`src/rtl/audio_pkg.sv`:
```
// Shared types and constants for the tone sequencer: FSM states, note phase increments
// (C4..C6 at a sample rate of clk/256), datapath widths and the triangle-wave shaper.
package audio_pkg;

  localparam int unsigned SampleW  = 8;
  localparam int unsigned PhaseW   = 16;
  localparam int unsigned NoteIdxW = 4;
  localparam int unsigned RomAddrW = 6;
  localparam int unsigned TUNE_LEN = 16;

  typedef enum logic [2:0] {
    StIdle,
    StLoadAddr,
    StLoadData,
    StPlay,
    StGap
  } seq_state_e;

  // phase_inc = f * 2^16 / (25.175 MHz / 256)
  localparam logic [PhaseW-1:0] NoteRest  = 16'd0;
  localparam logic [PhaseW-1:0] NoteC4    = 16'd174;
  localparam logic [PhaseW-1:0] NoteD4    = 16'd196;
  localparam logic [PhaseW-1:0] NoteE4    = 16'd220;
  localparam logic [PhaseW-1:0] NoteF4    = 16'd233;
  localparam logic [PhaseW-1:0] NoteG4    = 16'd261;
  localparam logic [PhaseW-1:0] NoteA4    = 16'd293;
  localparam logic [PhaseW-1:0] NoteB4    = 16'd329;
  localparam logic [PhaseW-1:0] NoteC5    = 16'd349;
  localparam logic [PhaseW-1:0] NoteD5    = 16'd391;
  localparam logic [PhaseW-1:0] NoteE5    = 16'd439;
  localparam logic [PhaseW-1:0] NoteF5    = 16'd465;
  localparam logic [PhaseW-1:0] NoteG5    = 16'd522;
  localparam logic [PhaseW-1:0] NoteA5    = 16'd586;
  localparam logic [PhaseW-1:0] NoteB5    = 16'd658;
  localparam logic [PhaseW-1:0] NoteC6    = 16'd697;
  // Fast linear ramp used as the opening tone of tune 1 for an easy-to-read waveform.
  localparam logic [PhaseW-1:0] NoteSweep = 16'h0800;

  function automatic logic [SampleW-1:0] wave(input logic [PhaseW-1:0] p);
    return p[15] ? ~p[14:7] : p[14:7];
  endfunction

endpackage

```
`src/rtl/tune_rom.sv`:
```
// Synchronous-read 64x16 tune ROM addressed by {select, note_idx}; one cycle of latency.
// Rows for select 0 are all rests.
module tune_rom
  import audio_pkg::*;
(
  input  logic                clk,
  input  logic [RomAddrW-1:0] addr,
  output logic [PhaseW-1:0]   data
);

  localparam logic [PhaseW-1:0] Tune1 [TUNE_LEN] = '{
    NoteSweep, NoteC4, NoteE4, NoteG4, NoteC5, NoteRest, NoteG4, NoteE4,
    NoteC4, NoteD4, NoteE4, NoteF4, NoteG4, NoteA4, NoteB4, NoteC5
  };
  localparam logic [PhaseW-1:0] Tune2 [TUNE_LEN] = '{
    NoteC5, NoteE5, NoteG5, NoteC6, NoteG5, NoteE5, NoteC5, NoteRest,
    NoteD5, NoteF5, NoteA5, NoteF5, NoteD5, NoteB5, NoteG4, NoteRest
  };
  localparam logic [PhaseW-1:0] Tune3 [TUNE_LEN] = '{
    NoteA4, NoteA4, NoteE5, NoteE5, NoteF5, NoteF5, NoteE5, NoteRest,
    NoteD5, NoteD5, NoteC5, NoteC5, NoteB4, NoteB4, NoteA4, NoteRest
  };

  logic [PhaseW-1:0] rom_val;
  logic [PhaseW-1:0] data_q;

  always_comb begin
    rom_val = NoteRest;
    case (addr[5:4])
      2'd1:    rom_val = Tune1[addr[3:0]];
      2'd2:    rom_val = Tune2[addr[3:0]];
      2'd3:    rom_val = Tune3[addr[3:0]];
      default: rom_val = NoteRest;
    endcase
  end

  always_ff @(posedge clk) begin
    data_q <= rom_val;
  end

  assign data = data_q;

endmodule

```
`src/rtl/audio_tone_sequencer.sv`:
```
// Tune sequencer feeding the PWM stage: ROM-driven triangle tones, one sample per tick through
// a valid/ready hold register. Define AUDIO_ENVELOPE_EN for a decaying per-note envelope.
module audio_tone_sequencer
  import audio_pkg::*;
#(
  parameter int unsigned SAMPLE_DIV   = 256,
  parameter logic [15:0] NOTE_SAMPLES = 16'd19660,
  parameter logic [15:0] GAP_SAMPLES  = 16'd1966
`ifdef AUDIO_ENVELOPE_EN
  ,
  parameter int unsigned ENV_STEP     = 64
`endif
) (
  input  logic                clk,
  input  logic                rst,
  input  logic [1:0]          audio_select,
  output logic [SampleW-1:0]  sample,
  output logic                sample_valid,
  input  logic                sample_ready,
  output logic                overrun,
  output logic                beat,
  output logic [NoteIdxW-1:0] note_idx
);

  localparam int unsigned      DivW   = $clog2(SAMPLE_DIV);
  localparam logic [DivW-1:0]  DivMax = DivW'(SAMPLE_DIV - 1);

  logic [DivW-1:0]     div_q;
  logic                tick;
  seq_state_e          state_q, state_d;
  logic [NoteIdxW-1:0] note_idx_q, note_idx_d;
  logic [PhaseW-1:0]   phase_q, phase_d;
  logic [PhaseW-1:0]   phase_inc_q, phase_inc_d;
  logic [15:0]         cnt_q, cnt_d;
  logic                beat_q, beat_d;
  logic [1:0]          sel_q;
  logic                abort_q;
  logic                abort;
  logic [PhaseW-1:0]   rom_data;
  logic [SampleW-1:0]  tick_sample;
  logic                load;
  logic [SampleW-1:0]  new_sample;
  logic [SampleW-1:0]  sample_q, sample_d;
  logic                valid_q, valid_d;
  logic                overrun_q, overrun_d;

  assign tick = (div_q == DivMax);

  always_ff @(posedge clk) begin
    if (rst) begin
      div_q <= '0;
    end else begin
      div_q <= tick ? '0 : div_q + 1'b1;
    end
  end

  // A select change is remembered until the next tick, where it restarts the tune.
  assign abort = abort_q | (audio_select != sel_q);

  always_ff @(posedge clk) begin
    if (rst) begin
      sel_q   <= 2'd0;
      abort_q <= 1'b0;
    end else begin
      sel_q   <= audio_select;
      abort_q <= abort & ~tick;
    end
  end

  tune_rom u_tune_rom (
    .clk  (clk),
    .addr ({audio_select, note_idx_q}),
    .data (rom_data)
  );

  always_comb begin
    state_d     = state_q;
    note_idx_d  = note_idx_q;
    phase_d     = phase_q;
    phase_inc_d = phase_inc_q;
    cnt_d       = cnt_q;
    beat_d      = 1'b0;
    tick_sample = '0;
    case (state_q)
      StIdle: begin
        note_idx_d = '0;
        phase_d    = '0;
        if (tick && (audio_select != 2'd0)) state_d = StLoadAddr;
      end
      StLoadAddr: state_d = StLoadData;
      StLoadData: begin
        phase_inc_d = rom_data;
        phase_d     = '0;
        cnt_d       = '0;
        beat_d      = 1'b1;
        state_d     = StPlay;
      end
      StPlay: begin
        if (tick) begin
          tick_sample = wave(phase_q);
          phase_d     = phase_q + phase_inc_q;
          if (cnt_q == NOTE_SAMPLES - 16'd1) begin
            cnt_d   = '0;
            state_d = StGap;
          end else begin
            cnt_d = cnt_q + 16'd1;
          end
        end
      end
      StGap: begin
        if (tick) begin
          if (cnt_q == GAP_SAMPLES - 16'd1) begin
            cnt_d      = '0;
            note_idx_d = note_idx_q + 1'b1;
            state_d    = StLoadAddr;
          end else begin
            cnt_d = cnt_q + 16'd1;
          end
        end
      end
      default: state_d = StIdle;
    endcase
    // LOAD never sees a tick, so the abort cannot collide with the beat above.
    if (tick && abort) begin
      note_idx_d = '0;
      cnt_d      = '0;
      state_d    = (audio_select == 2'd0) ? StIdle : StLoadAddr;
    end
  end

  always_ff @(posedge clk) begin
    if (rst) begin
      state_q     <= StIdle;
      note_idx_q  <= '0;
      phase_q     <= '0;
      phase_inc_q <= '0;
      cnt_q       <= '0;
      beat_q      <= 1'b0;
    end else begin
      state_q     <= state_d;
      note_idx_q  <= note_idx_d;
      phase_q     <= phase_d;
      phase_inc_q <= phase_inc_d;
      cnt_q       <= cnt_d;
      beat_q      <= beat_d;
    end
  end

`ifdef AUDIO_ENVELOPE_EN
  logic [7:0]         env_q, env_d;
  logic [15:0]        env_cnt_q, env_cnt_d;
  logic [SampleW-1:0] wave_q;
  logic [7:0]         env_s_q;
  logic               load_q;

  always_comb begin
    env_d     = env_q;
    env_cnt_d = env_cnt_q;
    if (state_q == StLoadData) begin
      env_d     = 8'hff;
      env_cnt_d = '0;
    end else if ((state_q == StPlay) && tick) begin
      if (env_cnt_q == 16'(ENV_STEP - 1)) begin
        env_cnt_d = '0;
        if (env_q != 8'd0) env_d = env_q - 8'd1;
      end else begin
        env_cnt_d = env_cnt_q + 16'd1;
      end
    end
  end

  // Extra stage keeps the multiplier off the tick path; env is sampled with its wave.
  always_ff @(posedge clk) begin
    if (rst) begin
      env_q     <= '0;
      env_cnt_q <= '0;
      wave_q    <= '0;
      env_s_q   <= '0;
      load_q    <= 1'b0;
    end else begin
      env_q     <= env_d;
      env_cnt_q <= env_cnt_d;
      wave_q    <= tick_sample;
      env_s_q   <= env_q;
      load_q    <= tick;
    end
  end

  assign load       = load_q;
  assign new_sample = 8'(({8'd0, wave_q} * {8'd0, env_s_q}) >> 8);
`else
  assign load       = tick;
  assign new_sample = tick_sample;
`endif

  // Newest sample always wins; dropping an unaccepted one is flagged on overrun.
  always_comb begin
    sample_d  = sample_q;
    valid_d   = valid_q;
    overrun_d = 1'b0;
    if (load) begin
      sample_d  = new_sample;
      valid_d   = 1'b1;
      overrun_d = valid_q & ~sample_ready;
    end else if (valid_q && sample_ready) begin
      valid_d = 1'b0;
    end
  end

  always_ff @(posedge clk) begin
    if (rst) begin
      sample_q  <= '0;
      valid_q   <= 1'b0;
      overrun_q <= 1'b0;
    end else begin
      sample_q  <= sample_d;
      valid_q   <= valid_d;
      overrun_q <= overrun_d;
    end
  end

  assign sample       = sample_q;
  assign sample_valid = valid_q;
  assign overrun      = overrun_q;
  assign beat         = beat_q;
  assign note_idx     = note_idx_q;

endmodule

```
`config.mk`:
```
export PLATFORM = sky130hd
export DESIGN_NAME = audio_tone_sequencer
export DESIGN_NICKNAME = d
export VERILOG_FILES = /design/src/rtl/audio_pkg.sv /design/src/rtl/tune_rom.sv /design/src/rtl/audio_tone_sequencer.sv
export SDC_FILE = /design/constraint.sdc
export NUM_CORES = 1
export LEC_CHECK = 0
export BUFFER_PORTS_ARGS = -buffer_cell sky130_fd_sc_hd__buf_2
export CAP_MARGIN = 10
export CORE_ASPECT_RATIO = 2
export CORE_MARGIN = 8
export CORE_UTILIZATION = 45
export CTS_CLUSTER_DIAMETER = 150
export DETAILED_ROUTE_END_ITERATION = 12
export GPL_TIMING_DRIVEN = 0
export PLACE_DENSITY = 0.65
export SLEW_MARGIN = 40
export SYNTH_ARGS = -nofsm -noshare
export SYNTH_HDL_FRONTEND = slang
export SYNTH_SLANG_ARGS = --single-unit
```
`constraint.sdc`:
```
create_clock -name clk -period 2.4 [get_ports clk]
set_clock_uncertainty 0.15 [all_clocks]
set_input_delay 0.36 -clock clk [delete_from_list [all_inputs] [get_ports clk]]
set_output_delay 0.36 -clock clk [all_outputs]
set_load 0.01 [all_outputs]
```
==> results.md <==
* Clock tree sinks at 83
* RR Endpoint: state_q[0]
* Total gr overflow at 0
* Share of cells above drive strength 1 at 16.72%
* Initial Util at 45.77%
* Clk slew on worst S/H paths at 0.06 ns
* Top-area cell type share of the netlist area at 36.00%
* Number of nets in the layout at 638
* Setup WS post-layout at -0.1421 ns
* Required @ worst endpoint at 2.46 ns
* Top cells by area, synth: dfxtp_1 (36%), ha_1 (7.3%), a21oi_1 (5.6%)
* Cell area after synthesis at 4616 sq um
* Final Setup Violations at 20
* CTS tree: built
* Vias in the first global route at 4373
* Total GRT Usage at 18.83%
* Slew HR at 55.88%
* Area delta synth->final at 20.17%
* Average size of a mapped cell at 8.272 sq um
* Drt wl/cell at 16.99 um
* Min Clock Period, post-route at 2.542 ns
* Worst path cell trace: or4b_1 > or4_4 > a32oi_4 > and3_4 > mux2i_1 > o21ai_1
* CTS H-tree depth at 3
* I/O pin count at 20
* Sequential share of the synthesized area at 36.00%
* Max-Cap Viols at 0
* Drt drc at 0
* Placeable core area at 10080 sq um
* Status: finished, violations left
* Max Root-Sink Buffers at 2
* Cts bufs inserted at 9
* Top_reg_cell synth: dfxtp_1
* Cell depth of the worst setup path at 6
* RSZ-0062 raised after global routing: yes
* Syn nets at 591
* Later-pin clock latency in the skew report at 0.34 ns
* PwrDens at 673.7 nW/um^2
* Fin crit share at 105.9%
* Arr. time, crit path at 2.60 ns
* Netlist cell types at 62
* Post-synth ARST share at 0%
* Critical Path Sink Type: register
* Endpoints failing hold at 0
* Critical Path Source Type: register
* Final core utilization at 55.00%
* FF+latch count, synth at 83
* # diodes at 0
* GRT busiest layer: met2
* GRT met2 Usage at 36.33%
* Final HPWL DP at 9379 um
* Die X at 87.62 um
* Drt pass-1 iters at 5
* Critical Path Sink: state_q[0]
* Slew Viols, Final at 0
* Die H at 159.2 um
* Synth Warn # at 0
* Crit path max fanout at 5
* DRT iter0 DRCs at 187
* CP bufs+invs at 0
* Kind of critical path: register to register
* Worst slew pin tran at 0.6594 ns
* Finished Cell Area at 5547 sq um
* Routability Congestion at 0.9700
* Initial antenna violation count at 0
* Rows at 52
* First-pass GRT wire length at 20710 um
* Slowest stage delay, CP at 0.60 ns
* Largest net degree at the start of global routing at 14
* GR Util met1 at 16.70%
* Post-synth EDFFs at 0
* Achievable Freq at 393.4 MHz
* Delay-heaviest family, CP: simple AND/OR/NAND/NOR gates
* Placed cell area at 4897 sq um
* Worst Reg2Reg Path Length in Cells at 6
* Yosys top cell by area: dfxtp_1
* Root buffer cell: clkbuf_16
* Worst hold-check path type: primary input to register
* Worst vdd ir at 0.4136 mV
* Violated checks: negative setup slack
* Drt total wl at 12660 um
* Worst slack at placement at -0.5407 ns
* Setup crit start: cnt_q[6]
* Vias at 4266
* Synthesized netlist cell count at 558
* Reg2Reg Launch Point: cnt_q[6]
* CP max stage cell: or4_4
* Port Buf Inserts at 18
* Die area at 13950 sq um
* ANT nets after route at 0
* Vias per Instance at 5.726
* Met3 Use GR at 3.516%
* P_leak at 2.149 nW
* R2R setup slack at -0.14 ns
## per-stage QoR
step | cells | TNS (ns) | hold WS [ns] | power [mW]
after CTS | 737 | -1.080 | 0.1329 | 3.702
after floorplan | 558 | -0.06456 | 0.2674 | 1.893
after global placement | 711 | -12.51 | 0.2817 | 2.037
after global routing | 745 | -3.034 | 0.1573 | 3.894
after detailed placement | 711 | -12.67 | 0.2846 | 2.051
final | 745 | -1.750 | 0.1430 | 3.737
## routing by layer
layer  vias to the layer above  routed length, um
li1                       2090                  -
met1                      2011               4544
met2                       114               6971
met3                        51                395
met4                         0                748
met5                         -                  0
## worst register-to-register path: cells and delay by family (launching register included)
| kind | cells | cell delay, ns |
|---|---|---|
| mux | 1 | 0.18 |
| flops | 1 | 0.34 |
| simple gates | 3 | 1.36 |
| compound gates | 2 | 0.38 |
## kinds of logic after synthesis
logic type | after synthesis | synth area share [%]
simple gates | 220 | 23.88
xor+xnor | 37 | 7.021
buf+inv | 43 | 3.605
compound gates | 137 | 19.57
flops | 83 | 36.00
fa+ha+maj | 28 | 7.753
mux | 10 | 2.169
## power breakdown
group | internal [mW] | switching [mW]
combinational | 0.264 | 0.434
clock | 1.04 | 0.539
sequential | 1.43 | 0.0338
total | 2.73 | 1.01
## flip-flops by register name, summed over array words and instances, names as in the netlist, 2 cells and up
| register | flops |
|---|---|
| sample | 8 |
| phase_q | 16 |
| div_q | 8 |
| sel_q | 2 |
| state_q | 3 |
| phase_inc_q | 11 |
| cnt_q | 16 |
| u_tune_rom.data | 11 |
| note_idx | 4 |
## how the worst min path moves through the flow
stage | from | end | slack [ns] | depth (start not counted)
2_1_floorplan | u_tune_rom.data[0] | phase_inc_q[0] | 0.27 | 2
3_3_place_gp | u_tune_rom.data[0] | phase_inc_q[0] | 0.28 | 2
3_5_place_dp | u_tune_rom.data[8] | phase_inc_q[8] | 0.28 | 2
4_1_cts | sample_ready | overrun | 0.13 | 3
5_1_grt | sample_ready | overrun | 0.16 | 3
6_report | sample_ready | overrun | 0.14 | 3
## layout make-up
| cell class | count | area (sq um) |
|---|---|---|
| flip-flops and latches | 83 | 1679 |
| clock buffers | 11 | 242.7 |
| fillers | 945 | 4538 |
| inverters | 12 | 48.80 |
| plain buffers | 29 | 135.1 |
| multi-input cells | 432 | 2923 |
| repair buffers | 38 | 249.0 |
| well taps | 135 | 168.9 |
| clock inverters | 5 | 100.1 |
## placed cells by master, fill, tap and decap left out, types with 15 or more instances in the layout
master	count
nand2_1	57
buf_4	16
clkbuf_1	15
a21oi_1	52
xor2_1	29
nand3_1	19
nor2_1	51
dfxtp_1	75
o21ai_0	21
buf_2	21
ha_1	25
## timing repair
item                       CTS  global route
setup endpoints to repair   44            41
cloned                       1             0
buffers inserted            11             7
hold buffers                 0             0
resized for setup           28            24
pin swaps                   19             7
## synth_stat cells (8+ instances only)
| cell type | n |
|---|---|
| xor2_1 | 29 |
| xnor2_1 | 8 |
| nor2b_1 | 11 |
| a22o_1 | 10 |
| ha_1 | 27 |
| nand3_1 | 19 |
| dfxtp_1 | 83 |
| nand2b_1 | 9 |
| nor3_1 | 13 |
| nand4_1 | 10 |
| nand2_1 | 57 |
| mux2i_1 | 10 |
| clkbuf_1 | 20 |
| nor2_1 | 60 |
| a21oi_1 | 52 |
| a211oi_1 | 8 |
| inv_1 | 12 |
| o21ai_0 | 21 |
(Power assumes the default switching activity.)
